--- src/rtl/imem_loader.sv ---
// Instruction-memory program loader: assembles a big-endian byte stream into
// 32-bit words and writes them to consecutive word addresses starting at 0.
module imem_loader #(
  parameter int ADDR_W = 6
) (
  input  logic              clk,
  input  logic              reset,
  input  logic              start,
  input  logic [ADDR_W:0]   nwords,
  input  logic              in_valid,
  input  logic [7:0]        in_data,
  output logic              in_ready,
  output logic              mem_we,
  output logic [ADDR_W-1:0] mem_a,
  output logic [31:0]       mem_wd,
  output logic              busy,
  output logic              done
);

  typedef enum logic [1:0] {
    IDLE  = 2'd0,
    RECV  = 2'd1,
    WRITE = 2'd2,
    DONE  = 2'd3
  } state_t;

  // Memory depth as a count; one bit wider than an address so it is representable.
  localparam logic [ADDR_W:0] DEPTH = {1'b1, {ADDR_W{1'b0}}};

  state_t            state_q;
  state_t            state_d;
  logic [ADDR_W:0]   n_q;
  logic [ADDR_W:0]   word_cnt;
  logic [ADDR_W:0]   word_inc;
  logic [ADDR_W:0]   n_start;
  logic [1:0]        byte_cnt;
  logic [23:0]       shreg;
  logic              accept;
  logic              last_byte;

  assign in_ready  = (state_q == RECV);
  assign accept    = in_valid && in_ready;
  assign last_byte = accept && (byte_cnt == 2'd3);
  assign word_inc  = word_cnt + 1'b1;

  // Requests larger than the memory are clamped so the address never wraps.
  assign n_start = (nwords > DEPTH) ? DEPTH : nwords;

  always_comb begin
    // NOTE: default assigned first so every path drives state_d and no latch is inferred.
    state_d = state_q;
    case (state_q)
      IDLE:    if (start) state_d = (n_start == '0) ? DONE : RECV;
      RECV:    if (last_byte) state_d = WRITE;
      WRITE:   state_d = (word_inc == n_q) ? DONE : RECV;
      DONE:    state_d = IDLE;
      default: state_d = IDLE;
    endcase
  end

  // NOTE: all state uses non-blocking assignment so every register sees pre-edge values.
  always_ff @(posedge clk) begin
    if (!reset) begin
      state_q <= IDLE;
      busy    <= 1'b0;
      done    <= 1'b0;
      mem_we  <= 1'b0;
    end else begin
      state_q <= state_d;
      busy    <= (state_d == RECV) || (state_d == WRITE);
      done    <= (state_d == DONE);
      mem_we  <= (state_d == WRITE);
    end
  end

  // Load length and word counter; a fresh start always begins at address 0.
  always_ff @(posedge clk) begin
    if (!reset) begin
      n_q      <= '0;
      word_cnt <= '0;
    end else if (state_q == IDLE && start) begin
      n_q      <= n_start;
      word_cnt <= '0;
    end else if (state_q == WRITE) begin
      word_cnt <= word_inc;
    end
  end

  // Byte assembly; byte_cnt clears on reset and on start so no stale bytes survive.
  always_ff @(posedge clk) begin
    if (!reset) begin
      byte_cnt <= '0;
      shreg    <= '0;
    end else if (state_q == IDLE && start) begin
      byte_cnt <= '0;
    end else if (accept) begin
      byte_cnt <= byte_cnt + 2'd1;
      shreg    <= {shreg[15:0], in_data};
    end
  end

  // Write port is loaded together with the move into WRITE and holds otherwise.
  always_ff @(posedge clk) begin
    if (!reset) begin
      mem_a  <= '0;
      mem_wd <= '0;
    end else if (last_byte) begin
      mem_a  <= word_cnt[ADDR_W-1:0];
      mem_wd <= {shreg, in_data};
    end
  end

endmodule

--- config.mk ---
export PLATFORM = sky130hd
export DESIGN_NAME = imem_loader
export DESIGN_NICKNAME = d
export VERILOG_FILES = /design/src/rtl/imem_loader.sv
export SDC_FILE = /design/constraint.sdc
export NUM_CORES = 1
export LEC_CHECK = 0
export BUFFER_PORTS_ARGS = -buffer_cell sky130_fd_sc_hd__buf_2
export CELL_PAD_IN_SITES_DETAIL_PLACEMENT = 2
export CELL_PAD_IN_SITES_GLOBAL_PLACEMENT = 2
export CORE_MARGIN = 3
export CORE_UTILIZATION = 32
export CTS_CLUSTER_SIZE = 24
export DETAILED_ROUTE_END_ITERATION = 10
export HOLD_SLACK_MARGIN = 0.02
export PLACE_DENSITY = 0.75
export SLEW_MARGIN = 5
export SYNTH_ARGS = -nofsm -noshare
export SYNTH_HDL_FRONTEND = slang
export SYNTH_SLANG_ARGS = --single-unit
--- constraint.sdc ---
create_clock -name clk -period 2.9 [get_ports clk]
set_clock_uncertainty 0.1 [all_clocks]
set_input_delay 0.29 -clock clk [delete_from_list [all_inputs] [get_ports clk]]
set_output_delay 0.29 -clock clk [all_outputs]
set_load 0.01 [all_outputs]
==> results of run 1 <==
[worst register-to-register path: cells and delay by family (launching register included)]
family,cells,cell delay [ps]
muxes,1,100
and+or+nand+nor,3,440
AOI/OAI and AO/OA,1,450
DFF,1,480
adders and majority gates,2,620
xor gates and xnor gates,1,180
[metal layers]
layer  wire length [µm]  global-route usage  vias to the layer above
met3                290             0.03157                       11
met4                132             0.05920                        0
met2               4063              0.2633                       43
met1               4152              0.2070                     1331
met5                  0                   0                        -
li1                   -                   -                     1352
[power by group through the flow]
stage	combinational (mW)	clock (mW)	sequential (mW)
floorplan	0.0567	0	1.19
global placement	0.0885	0	1.19
detailed placement	0.0912	0	1.19
CTS	0.0926	0.972	1.16
global route	0.102	1.03	1.17
finish	0.0906	0.950	1.16
[path summary, 6_finish.rpt]
| path | endpoint | from | depth (start not counted) | slack, ps |
|---|---|---|---|---|
| min | n_q[5]$_SDFFE_PN0P_ | nwords[5] | 2 | 70 |
| max | busy$_SDFF_PN0_ | word_cnt[0]$_SDFFE_PP0N_ | 8 | 430 |
| max reg2reg | busy$_SDFF_PN0_ | word_cnt[0]$_SDFFE_PP0N_ | 8 | 430 |
| min reg2reg | mem_wd[28]$_SDFFE_PN0P_ | mem_wd[28]$_SDFFE_PN0P_ | 2 | 360 |
[layout by cell type (no fill, tap or decap), drive strengths merged, types with 2 or more instances in the layout]
| cell type | instances |
|---|---|
| nor2 | 14 |
| nor3b | 2 |
| xor2 | 7 |
| nand3 | 3 |
| ha | 4 |
| clkinv | 3 |
| mux2i | 2 |
| a21o | 2 |
| and2 | 6 |
| nand2b | 2 |
| a21oi | 66 |
| a22o | 5 |
| bufinv | 2 |
| xnor2 | 8 |
| inv | 2 |
| buf | 65 |
| dfxtp | 83 |
| clkbuf | 11 |
| nand4 | 4 |
| nor2b | 2 |
| nand2 | 136 |
[sequential cells by signal (all words and copies together), names as in the netlist, 2 cells and up]
signal    flops
word_cnt      7
mem_wd       32
state_q       2
mem_a         6
byte_cnt      2
shreg        24
n_q           7
[per-stage QoR]
step / power, mW / util / cell area [µm²] / std cells
3_5_place_dp: 1.281 / 0.3646 / 3563 / 557
6_report: 2.203 / 0.3877 / 3790 / 573
3_3_place_gp: 1.278 / 0.3646 / 3563 / 557
2_1_floorplan: 1.243 / - / 3226 / 384
4_1_cts: 2.228 / 0.3877 / 3790 / 573
5_1_grt: 2.295 / 0.3877 / 3790 / 573
[area by class of cell]
cell class / instances / area share
sequential: 83 / 0.4384
multi-input combinational: 274 / 0.3668
timing repair buffer: 65 / 0.08914
tap: 133 / 0.04391
clock buffer: 11 / 0.03995
clock inverter: 5 / 0.01981
inverter: 2 / 0.001981
[kinds of logic (layout without fill, tap and decap cells)]
| family | count (synthesis) | count (layout) | synth area share |
|---|---|---|---|
| xor+xnor | 15 | 15 | 0.04306 |
| fa+ha+maj | 4 | 4 | 0.01552 |
| buf+inv | 27 | 83 | 0.05392 |
| simple gates | 173 | 173 | 0.2246 |
| compound gates | 80 | 80 | 0.1416 |
| mux | 2 | 2 | 0.006207 |
| flops | 83 | 83 | 0.5151 |
==> flow_metrics.tcl, run 1 <==
set metrics [dict create \
    outcome "completed" \
    ctsResizeCount 0 \
    synth.area.top_cells "dfxtp_1 (52%), nand2_1 (16%), a21oi_1 (10%), xnor2_1 (2.2%), buf_6 (2.1%)" \
    internal-power_mw 1.710 \
    grt_start_max_net_pins 49 \
    worst_slack_ps 429.6 \
    grt_remaining_overflow 0 \
    hold_class "in2reg" \
    grt_pass1_wl_mm 14.55 \
    drt_iter0_markers 82 \
    post_cts_buffers 0 \
    cts_root_buffer "clkbuf_8" \
    pwr-share-clk 0.431 \
    dp_hpwl_mm 5.910 \
    wl_per_cell_um 15.08 \
    clock-sinks 83 \
    cp_num_buf_inv 0 \
    period_minus_slack_ps 2470 \
    portBuffers 60 \
    ys_ff_latch 83 \
    ys_seq_area_frac 0.5151 \
    cts_buffers 9 \
    die_area_um2 11320 \
    die_w_um 106.4 \
    synth-main-ff-cell "dfxtp_1" \
    grt_usage 0.1598 \
    synth_nets 407 \
    worstSetupEndpointType "register" \
    crit_type "reg2reg" \
    final_nets 458 \
    clock_latency_ps 340 \
    io_pins 61 \
    holdBufCountCts 0 \
    slew_headroom 0.3978 \
    yosys.area.top_type "dfxtp_1" \
    ys_warn_count 0 \
    fmax_mhz 404.8 \
    fin_tns_setup_ps 0 \
    synth_cell_type_count 38 \
    antenna_found_initial 0 \
    detail-route-antenna-nets 0 \
    grt_pass1_vias 2924 \
    startpoint_type "register" \
    async_reset_ff_frac 0 \
    min_period_over_period 0.8519 \
    whs_ps 69.10 \
    drv_cap 0 \
    critPathTopFamily "adder cells" \
    drt_first_pass_iters 4 \
    switching_share 0.2239 \
    hold_viol_final 0 \
    start_util 0.3300 \
    ys_top_cells_by_count "nand2_1 (136), dfxtp_1 (83), a21oi_1 (66), nor2_1 (13), clkbuf_1 (10)" \
    cts_tree "built" \
    dp_slack_ps 423.5 \
    die_h_um 106.4 \
    routed_via_density 4.777 \
    slowest_delay_ps 480 \
    rsz0062_at_grt "no" \
    yosysMostFrequentCell "nand2_1" \
    htreeDepth 3 \
    finalSetupViolations 0 \
    drc_errors 0 \
    syn_to_final_growth_pct 17.49 \
    drt_wl_total_mm 8.638 \
    diodes 0 \
    yosysTopAreaCellShare 0.5151 \
    multiInputGateArea_um2 1390 \
    final.fill_count 1166 \
    cts_max_path_buffers 2 \
    avgSynthCellArea_um2 8.400 \
    drive_gt1_frac 0.2045 \
    p_comb_frac 0.041 \
    synthesis.area_um2 3226 \
    netSwitchingPower_mw 0.4933 \
    tightest_slew_ps 901.1 \
    core_um2 9774 \
    vias 2737 \
    gp_congestion 0.7377 \
    worstPathMaxFanout 7 \
    cellLeakagePower_nw 1.458 \
    postSynthCellCount 384 \
    vdd_drop_max_uv 185.3 \
    core.rowCount 36 \
    synth_edf_count 0 \
    clk_pin_slew_ps 90 \
    seq_area_um2 1662 \
    crit_chain "ha_1 -> nand4_1 -> xor2_1 -> and2_1 -> mux2i_1 -> o311ai_1 -> ha_1 -> and2_1" \
    crit_arrival_ps 2610 \
    p_seq_frac 0.528 \
    cp_slowest_cell "dfxtp_1" \
    drv_slew 0 \
    required_ps 3040 \
    powerDensity_nw_per_um2 581.4 \
]
(Power assumes the default switching activity.)
==> run 2, diff against run 1 <==
==> constraint.sdc (replaced) <==
create_clock -name clk -period 2.65 [get_ports clk]
set_clock_uncertainty 0.1 [all_clocks]
set_input_delay 0.265 -clock clk [delete_from_list [all_inputs] [get_ports clk]]
set_output_delay 0.265 -clock clk [all_outputs]
set_load 0.01 [all_outputs]
==> flow_metrics.tcl, run 2 (synthesized netlist as in run 1, its figures left out) <==
set metrics [dict create \
    die_w_um 106.4 \
    vias 2698 \
    dp_slack_ps 186.8 \
    grt_remaining_overflow 0 \
    cts_root_buffer "clkbuf_8" \
    wl_per_cell_um 14.83 \
    dp_hpwl_mm 6.071 \
    syn_to_final_growth_pct 17.22 \
    cellLeakagePower_nw 1.440 \
    drive_gt1_frac 0.2059 \
    dpl_cell_area_um2 3578 \
    drv_slew 0 \
    worst_slack_ps 210.0 \
    regMostFlops "mem_wd" \
    diodes 0 \
    slowest_delay_ps 480 \
    cts_max_path_buffers 2 \
    grt_start_max_net_pins 49 \
    worstSetupEndpointType "register" \
    cts_buffers 9 \
    startpoint_type "register" \
    htreeDepth 3 \
    power_mw 2.305 \
    r2r_cells 8 \
    crit_type "reg2reg" \
    clk_pin_slew_ps 80 \
    drt_first_pass_iters 4 \
    drt_wl_total_mm 8.530 \
    holdBufCountCts 0 \
    layout_common_cells "nand2_1 (136), dfxtp_1 (83), a21oi_1 (66)" \
    min_period_over_period 0.9208 \
    fin_tns_setup_ps 0 \
    detail-route-antenna-nets 0 \
    outcome "completed" \
    die_area_um2 11320 \
    start_util 0.3300 \
    whs_ps 50.67 \
    required_ps 2800 \
    powerDensity_nw_per_um2 609.6 \
    drv_cap 0 \
    core_um2 9774 \
    final_common_cell "nand2_1" \
    hold_viol_final 0 \
    cp_slowest_cell "o311ai_1" \
    post_cts_buffers 0 \
    grt_usage 0.1606 \
    fmax_mhz 409.8 \
    ctsResizeCount 0 \
    largest_reg_flops 32 \
    drt_iter0_markers 56 \
    tightest_slew_ps 878.8 \
    grt_pass1_vias 2918 \
    top_regs "mem_wd (32), shreg (24)" \
    gp_congestion 0.7222 \
    rsz0062_at_grt "no" \
    vdd_drop_max_uv 210.8 \
    core.rowCount 36 \
    final.fill_count 1158 \
    grt_pass1_wl_mm 14.51 \
    worstPathMaxFanout 6 \
    die_h_um 106.4 \
    hold_class "in2reg" \
    final_nets 460 \
    finalSetupViolations 0 \
    io_pins 61 \
    portBuffers 60 \
    final_area_um2 3781 \
    clock_latency_ps 350 \
    routed_via_density 4.692 \
    cts_tree "built" \
    crit_arrival_ps 2590 \
    period_minus_slack_ps 2440 \
    drc_errors 0 \
    clock-sinks 83 \
    antenna_found_initial 0 \
    hold_depth 2 \
    crit_chain "ha_1 -> nand4_1 -> xor2_1 -> and2_1 -> mux2i_1 -> o311ai_1 -> ha_1 -> and2_1" \
    slew_headroom 0.4127 \
]
[run 2: cell types whose count changed in the layout (fill, tap and decap cells not counted), sizes merged]
| cell | change |
|---|---|
| clkinv | -3 |
| clkinvlp | +3 |
| buf | +2 |
| bufinv | -1 |
| inv | +1 |
[run 2: power by group]
group / internal (mW) / leakage [nW] / switching, mW / total, mW
combinational: 0.0326 / 0.678 / 0.0653 / 0.0979
clock: 0.465 / 0.0922 / 0.470 / 0.935
sequential: 1.26 / 0.670 / 0.0119 / 1.27
total: 1.76 / 1.44 / 0.547 / 2.30
[run 2: routing by layer]
| metal | share of wire | track usage | wire length, µm |
|---|---|---|---|
| met3 | 0.031 | 0.03339 | 266 |
| met2 | 0.48 | 0.2751 | 4119 |
| met4 | 0.015 | 0.05828 | 132 |
| met1 | 0.47 | 0.1986 | 4012 |
| met5 | 0 | 0 | 0 |
[run 2: path summary, 6_finish.rpt]
kind                                 start               endpoint  slack (ps)
setup / recovery  word_cnt[1]$_SDFFE_PP0N_        busy$_SDFF_PN0_         210
hold / removal                   nwords[5]    n_q[5]$_SDFFE_PN0P_          50
setup reg to reg  word_cnt[1]$_SDFFE_PP0N_        busy$_SDFF_PN0_         210
hold reg to reg      mem_a[0]$_SDFFE_PN0P_  mem_a[0]$_SDFFE_PN0P_         360
[run 2: worst max-delay path, delay by kind of cell (launching register included)]
| kind | cells | cell delay [ps] |
|---|---|---|
| XOR/XNOR | 1 | 160 |
| AO/OA/AOI/OAI | 1 | 480 |
| multiplexers | 1 | 110 |
| adder cells (fa/ha/maj) | 2 | 620 |
| flip-flops | 1 | 440 |
| AND/OR/NAND/NOR | 3 | 440 |
[run 2: cell type report]
cell class                 count  area (µm²)  area share
multi-input combinational    274        1390      0.3676
timing repair buffer          67       352.8     0.09332
tap                          133       166.4     0.04401
inverter                       2       7.507    0.001985
sequential                    83        1662      0.4394
clock inverter                 5       61.31     0.01621
clock buffer                  11       141.4     0.03739
[run 2: metrics by stage]
stage               utilization  cells
finish                   0.3868    575
global route             0.3868    575
CTS                      0.3868    575
detailed placement       0.3661    559
global placement         0.3661    559
floorplan                     -    384
